==> src/rtl/rng_lfsr.sv <==
// rng_lfsr: 8-bit maximal-length Fibonacci LFSR (x^8+x^6+x^5+x^4+1) whose
// advancement is gated by a synchronised run/hold switch.
// The switch is asynchronous to clk, so it passes through a flop chain before
// it may enable the LFSR. The output is the state register itself, so no
// combinational path exists from any input to out.

module rng_lfsr #(
  parameter logic [7:0] SEED        = 8'h01,
  parameter int         SYNC_STAGES = 2
) (
  input  logic       clk,
  input  logic       rst,
  input  logic       switch,
  output logic [7:0] out
);

  // An all-zero seed would lock the LFSR, so substitute 8'h01 in that case.
  localparam logic [7:0] RESET_VALUE = (SEED == 8'h00) ? 8'h01 : SEED;

  // Fewer than two synchroniser flops is not safe against metastability.
  localparam int STAGES = (SYNC_STAGES < 2) ? 2 : SYNC_STAGES;

  logic [STAGES-1:0] sync;
  logic              sw_s;
  logic              fb;
  logic [7:0]        state;

  // Shift the asynchronous switch through the synchroniser chain.
  always_ff @(posedge clk or posedge rst) begin
    if (rst) begin
      sync <= '0;
    end else begin
      sync <= {sync[STAGES-2:0], switch};
    end
  end

  assign sw_s = sync[STAGES-1];

  // Feedback taps for x^8+x^6+x^5+x^4+1 in left-shifting Fibonacci form.
  assign fb = state[7] ^ state[5] ^ state[4] ^ state[3];

  // Advance the LFSR while running; an all-zero state is forced out of lockup regardless of the switch.
  always_ff @(posedge clk or posedge rst) begin
    if (rst) begin
      state <= RESET_VALUE;
    end else if (state == 8'h00) begin
      state <= 8'h01;
    end else if (sw_s) begin
      state <= {state[6:0], fb};
    end
  end

  assign out = state;

endmodule

==> config.mk <==
export PLATFORM = sky130hd
export DESIGN_NAME = rng_lfsr
export DESIGN_NICKNAME = d
export VERILOG_FILES = /design/src/rtl/rng_lfsr.sv
export SDC_FILE = /design/constraint.sdc
export NUM_CORES = 1
export LEC_CHECK = 0
export BUFFER_PORTS_ARGS = -buffer_cell sky130_fd_sc_hd__buf_2
export CORE_MARGIN = 2
export CORE_UTILIZATION = 25
export DETAILED_ROUTE_END_ITERATION = 10
export PLACE_DENSITY_LB_ADDON = 0.12
export SLEW_MARGIN = 20
export SYNTH_ARGS = -nofsm -noshare
export SYNTH_HDL_FRONTEND = slang
export SYNTH_SLANG_ARGS = --single-unit
export TNS_END_PERCENT = 20
==> constraint.sdc <==
create_clock -name clk -period 0.85 [get_ports clk]
set_input_delay 0.255 -clock clk [delete_from_list [all_inputs] [get_ports clk]]
set_output_delay 0.255 -clock clk [all_outputs]
set_load 0.1 [all_outputs]
======== After elaboration in Yosys (flattened, before gate mapping) ========
Cells that the tools add are included.
operators by class
  bitwise logic cells ..................... 3
  reduce and logical (&&, ||, !) cells .... 2
  multiplexer cells ....................... 2
operators with widths
  cell               number
  $mux 8             2
  $logic_not 8->1    1
  $xor 1x1->1        3
  $reduce_bool 2->1  1
storage, ports and cells
  bits in registers ....................... 10
  logic and storage cells ................. 9
  input port bits ......................... 3
  output and inout port bits .............. 8

======== Depth between registers and ports, before layout ========
Gate-level depths: netlist (run 1).
  depth after elaboration ................. 5
  gate-level depth with buffers ........... 4
  gate-level depth less buffers ........... 3

======== Worst setup path before layout (run 1) ========
Ideal clock, no wire load.
  path type ............................... reg2reg
  start point ............................. reg state[5], in the netlist out[5]
  end point ............................... reg state[0], in the netlist out[0]
  path buffers ............................ 0
  data required time ...................... 0.778 ns
  data arrival time ....................... 1.397 ns
  setup time .............................. 0.072 ns
  period minus slack after synthesis ...... 1.469 ns
  stages on the path, launching flop included .. 4
  path slack .............................. -0.619 ns
  path through ............................ dfrtp_1 xnor2_1 xnor2_1 o21ai_1
between the ends
  cells in the longest elaborated chain, start to end .. 5
  elaborated cells between the ends (all ways) .. 7
  classes of those cells .................. mux (2); bitwise (3); reduce/logical (2)
ends and longest elaborated chain
  element                    RTL line  RTL
  start: declaration         26        logic [7:0] state;
  start signal: assignment   49        state <= {state[6:0], fb};
  $xor 1x1->1 (3 in series)  40        assign fb = state[7] ^ state[5] ^ state[4] ^ state[3];
  $mux 8                     48        end else if (sw_s) begin
  $mux 8                     46        end else if (state == 8'h00) begin
Several ways; a longest one is shown, not always the timed one. The select of a mux whose other input is x is not followed.
A chain may end at the register's enable or synchronous reset.

======== Worst setup path in the final report (run 1) ========
  start point ............................. reg state[0], in the netlist out[0]
  end point ............................... out out[0]
RTL lines
  element           RTL line  RTL
  end: declaration  14        output logic [7:0] out
No word-level cell between the ends.

==> results of run 1 <==
## state kept, by name (all words and copies together), names as in the netlist
signal / flops
out: 8
sync: 2
## per-stage QoR
step / instance area [um^2] / std cells / TNS (ps) / util, %
CTS: 716 / 63 / -4360 / 48.1
finish: 723 / 63 / -4210 / 48.6
global placement: 646 / 55 / -1380 / 43.4
global route: 723 / 63 / -4710 / 48.6
floorplan: 425 / 27 / -2030 / -
detailed placement: 646 / 55 / -1440 / 43.4
## layer usage
metal | up-vias | wire length (um) | GRT usage, %
li1 | 132 | - | -
met1 | 139 | 325 | 11.4
met2 | 10 | 380 | 15.6
met3 | 0 | 47 | 3.33
met4 | 0 | 0 | 7.27
met5 | - | 0 | 0
## cell families after synthesis
kind of cell / after synthesis / synth area share, %
buf+inv: 3 / 3.17
mux: 7 / 20.0
flops: 10 / 63.8
compound gates: 2 / 3.17
simple gates: 2 / 3.17
xor+xnor: 3 / 6.67
## how the worst max path moves through the flow
stage | cells after the start | slack (ps) | from | to
6_report | 1 | -460 | out[0] | out[0]
5_1_grt | 1 | -490 | out[0] | out[0]
4_1_cts | 1 | -470 | out[0] | out[0]
3_5_place_dp | 1 | -200 | out[0] | out[0]
3_3_place_gp | 1 | -200 | out[0] | out[0]
2_1_floorplan | 3 | -290 | out[2] | out[0]
## area by class of cell
class | count | area (um^2)
clock buffer | 4 | 36.3
timing repair buffer | 17 | 243
fill | 124 | 766
tap | 16 | 20.0
multi-input combinational | 14 | 140
sequential | 10 | 277
inverter | 2 | 7.51
## repair_timing
action	4_1_cts	5_1_grt
endpoints found under the setup margin	16	16
endpoints found under the hold margin	9	9
gates resized for setup	1	2
buffers inserted	4	0
## synthesized netlist by cell type
| library cell | count | area share (%) |
|---|---|---|
| sky130_fd_sc_hd__dfstp_2 | 1 | 6.7 |
| sky130_fd_sc_hd__xnor2_1 | 3 | 6.7 |
| sky130_fd_sc_hd__o21ai_1 | 1 | 1.3 |
| sky130_fd_sc_hd__inv_1 | 2 | 1.9 |
| sky130_fd_sc_hd__buf_2 | 1 | 1.3 |
| sky130_fd_sc_hd__mux2_2 | 7 | 20 |
| sky130_fd_sc_hd__nor4_1 | 2 | 3.2 |
| sky130_fd_sc_hd__a22oi_1 | 1 | 1.9 |
| sky130_fd_sc_hd__dfrtp_1 | 9 | 57 |
==> impl_summary.txt, run 1 <==
----------------------------------------------------
[Worst setup path]
  Stage delay of the slowest cell on the critical path ... ~630 ps
  Critical Path, Cell by Cell ... buf_12
  Cells on worst reg2reg path ... 4
  Largest delay share family, worst path ... flip-flops
  Worst R2R Setup Slack ... -300 ps
  Element type at the critical path start ... flip-flop
  R2R Path Start ... out[2]
  Crit path buf inv count ... 1
  End of the worst register-to-register path ... out[0]
  Max FO, Critical Path ... 2
  Critical-path top delay cell ... sky130_fd_sc_hd__dfstp_4
  Classification of the worst setup path ... flip-flop to output port
  Nature of the critical path endpoint ... output port
  Required time reported for the critical path endpoint ... 590 ps
  Data arrival time of the critical path ... about 1100 ps

[Run]
  Max-capacitance violation count ... 0

[STA]
  Final Hold Slack ... -43.7 ps
  Peak Freq ... between 700 and 800 MHz
  Final critical-path share of the clock period ... 154%
  Remaining max-slew budget at the tightest pin ... between 70% and 80%
  Setup repair after global routing missed its margin ... yes
  Transition time at the pin with the least slew margin ... ~380 ps
  Post-route minimum period ... between 1000 and 1500 ps
  Worst setup skew after layout ... between 0.2 and 0.25 ps
  Setup ws final ... -461 ps
  Max-slew violations ... 0
  Endpoints failing hold ... 9
  Final count of negative-setup-slack endpoints ... 16

[Floorplan]
  Number of core rows ... 14
  Starting density of the core ... 26.5%
  Number of ports placed on the die boundary ... 11
  Width of the chip ... approximately 44 um
  Die height ... about 44 um
  Area of the die ... between 1500 and 2000 um^2
  Core Area ... ~1500 um^2

[Route]
  Vias ... roughly 280
  Remaining design rule violation count ... 0
  Drt wl/cell ... about 12 um
  Final wirelength ... ~750 um
  Vias/cell ... about 4.5
  First-pass iteration count of the detailed router ... 1
  Routed Antenna Nets ... 0
  DRC marker count from the first detailed-route iteration ... 0

[Logic synthesis]
  Synthesized netlist net count ... 30
  Number of warning messages in the yosys log ... 0
  Flip-flop and latch count after synthesis ... 10
  Unique cell type count in the Yosys netlist ... 9
  Mapped cell area ... about 390 um^2
  Sequential area share after synthesis ... 63.8%
  Avg Inst Size Synth ... 14.6 um^2
  Cells after synthesis ... 27

[Finish]
  Area Growth Syn to Fin ... 83.5%
  Most frequent standard cell in the layout excluding fill and tap cells ... sky130_fd_sc_hd__buf_12
  Net count reported at finish ... 51
  Most frequent cells in the layout ... 9 x sky130_fd_sc_hd__buf_12, 6 x sky130_fd_sc_hd__mux2_2, 5 x sky130_fd_sc_hd__dfrtp_4
  Inserted Diodes ... 0
  Layout cell share with drive strength beyond 1 ... 78.7%

[Placed design]
  Final weighted congestion in routability-driven placement ... roughly 0.65
  Input/output buffers ... 10
  Worst slack, placed ... -205 ps

[Global route]
  Remaining Overflow, GRT ... 0
  Pin count of the biggest net entering global routing ... 11
  Initial antenna violation count ... 0
  Number of global-route vias before repair ... slightly above 300
  Global-route wire length before repair ... about 1.3 mm
  Total track usage ... between 10% and 20%

[CTS]
  H-tree depth reported by CTS ... 1
  Clock tree root driver cell ... sky130_fd_sc_hd__clkbuf_4
  Clock latency of the later-clocked register in the worst-skew pair ... around 260 ps
  TritonCTS clock tree ... yes
  Clock tree sinks ... 10
  Buffer levels on the longest clock path ... 2
  Clock slew at reported path FFs ... around 70 ps
  Clock buffer count from CTS ... 3

[Min path]
  Worst min path class ... primary input to asynchronous set/reset pin

[Outcome]
  Violations in the final reports ... negative hold slack, negative setup slack
  Status ... complete, but fails checks

----------------------------------------------------
Power of run 1 is not shown: default switching activity piles up to over one toggle a cycle in this logic, so the estimate is an artifact.
==> inputs of run 2 (changes only) <==
--- a/config.mk
+++ b/config.mk
@@ -9,7 +9,8 @@
 export CORE_MARGIN = 2
 export CORE_UTILIZATION = 25
 export DETAILED_ROUTE_END_ITERATION = 10
-export PLACE_DENSITY_LB_ADDON = 0.12
+export PLACE_DENSITY_LB_ADDON = 0.3
+export REMOVE_ABC_BUFFERS = 1
 export SLEW_MARGIN = 20
 export SYNTH_ARGS = -nofsm -noshare
 export SYNTH_HDL_FRONTEND = slang
==> impl_summary.txt, run 2 (synthesis gave the netlist of run 1 again) <==
----------------------------------------------------
[Outcome]
  Status ... complete, but fails checks
  Violations in the final reports ... negative setup slack

[Worst setup path]
  WP depth ... 1
  Nature of the critical path endpoint ... output port
  Cells on worst reg2reg path ... 5
  R2R Path Start ... out[0]
  Crit path from ... out[0]
  Classification of the worst setup path ... flip-flop to output port
  Worst R2R Setup Slack ... -360 ps
  Critical-path top delay cell ... sky130_fd_sc_hd__dfstp_2
  Element type at the critical path start ... flip-flop
  Data arrival time of the critical path ... around 1000 ps
  Largest delay share family, worst path ... flip-flops
  Max FO, Critical Path ... 2
  Critical Path, Cell by Cell ... buf_12
  End of the worst register-to-register path ... out[0]
  Crit path buf inv count ... 1
  Stage delay of the slowest cell on the critical path ... about 570 ps
  Required time reported for the critical path endpoint ... 590 ps

[Global route]
  Pin count of the biggest net entering global routing ... 11
  Total track usage ... between 10% and 20%
  Global-route wire length before repair ... 1.48 mm
  Remaining Overflow, GRT ... 0
  Number of global-route vias before repair ... roughly 320
  Initial antenna violation count ... 0

[Min path]
  Worst min path class ... primary input to flip-flop
  Start point of the worst min-delay path ... switch
  Worst hold path cell count ... 1
  Worst Hold Path EP ... sync[0]

[STA]
  Post-route minimum period ... 1270 ps
  Final count of negative-setup-slack endpoints ... 16
  Setup ws final ... -420 ps
  Peak Freq ... 787 MHz
  Setup TNS after final layout ... -3410 ps
  Final critical-path share of the clock period ... 149%
  Transition time at the pin with the least slew margin ... 315 ps
  Worst setup skew after layout ... 8.58 ps
  Final Hold Slack ... roughly 110 ps
  Max-slew violations ... 0
  Endpoints failing hold ... 0
  Remaining max-slew budget at the tightest pin ... just under 80%
  Setup repair after global routing missed its margin ... yes

[CTS]
  TritonCTS clock tree ... yes
  Clock slew at reported path FFs ... about 70 ps
  Clock latency of the later-clocked register in the worst-skew pair ... about 260 ps
  Clock tree sinks ... 10
  Clock tree root driver cell ... sky130_fd_sc_hd__clkbuf_4
  Clock buffer count from CTS ... 3
  Buffer levels on the longest clock path ... 2
  H-tree depth reported by CTS ... 1

[Route]
  Routed Antenna Nets ... 0
  Final wirelength ... between 800 and 900 um
  Vias ... a little under 300
  First-pass iteration count of the detailed router ... 4
  DRC marker count from the first detailed-route iteration ... 5
  Remaining design rule violation count ... 0
  Vias/cell ... approximately 4.6
  Drt wl/cell ... roughly 14 um

[Floorplan]
  Starting density of the core ... around a quarter
  Core Area ... between 1000 and 1500 um^2
  Die height ... about 44 um
  Number of ports placed on the die boundary ... 11
  Width of the chip ... roughly 44 um
  Number of core rows ... 14
  Area of the die ... approximately 1900 um^2

[Finish]
  Layout cell share with drive strength beyond 1 ... between 70% and 80%
  Area Growth Syn to Fin ... 80.0%
  Most frequent standard cell in the layout excluding fill and tap cells ... sky130_fd_sc_hd__buf_12
  Most frequent cells in the layout ... 8 x sky130_fd_sc_hd__buf_12, 7 x sky130_fd_sc_hd__mux2_2, 7 x sky130_fd_sc_hd__dfrtp_2
  Number of flip-flops in the largest register ... 8
  Inserted Diodes ... 0
  Net count reported at finish ... between 50 and 60

[Placed design]
  Final weighted congestion in routability-driven placement ... 0.775
  Input/output buffers ... 10
  HPWL reported at the end of detailed placement ... 665 um

[Run]
  Max-capacitance violation count ... 0

----------------------------------------------------
[run 2: cell type report]
type,count,area [um^2]
clock buffer,4,36.3
fill,124,779
inverter,2,11.3
multi-input combinational,14,138
sequential,10,260
tap,16,20.0
timing repair buffer,18,244
[run 2: metal layers]
| layer | global-route usage, % | routed length [um] | vias up |
|---|---|---|---|
| li1 | - | - | 136 |
| met1 | 11.8 | 334 | 153 |
| met2 | 19.7 | 519 | 8 |
| met3 | 2.50 | 36 | 0 |
| met4 | 7.27 | 0 | 0 |
| met5 | 0 | 0 | - |
[run 2: worst max path at each step]
stage,endpoint,slack [ps]
after floorplan,out[0],-620
after global placement,out[0],-150
after detailed placement,out[0],-270
after CTS,out[0],-420
after global routing,out[0],-450
final,out[0],-420
[run 2: what timing repair did]
action / 4_1_cts / 5_1_grt
setup buffers: 3 / 1
resized for setup: 8 / 4
hold buffers: 1 / 0
pin swaps: 1 / 1
cloned: 0 / 0
setup endpoints to repair: 16 / 23
endpoints found under the hold margin: 9 / 0
[run 2: metrics by stage]
step	std cells	setup WS [ps]	utilization, %	area [um^2]
floorplan	26	-619	-	389
global placement	55	-151	40.4	602
detailed placement	55	-267	40.4	602
global route	64	-447	47.6	709
CTS	63	-417	46.1	686
finish	64	-420	47.6	709
Power of run 2 is left out for the same reason.
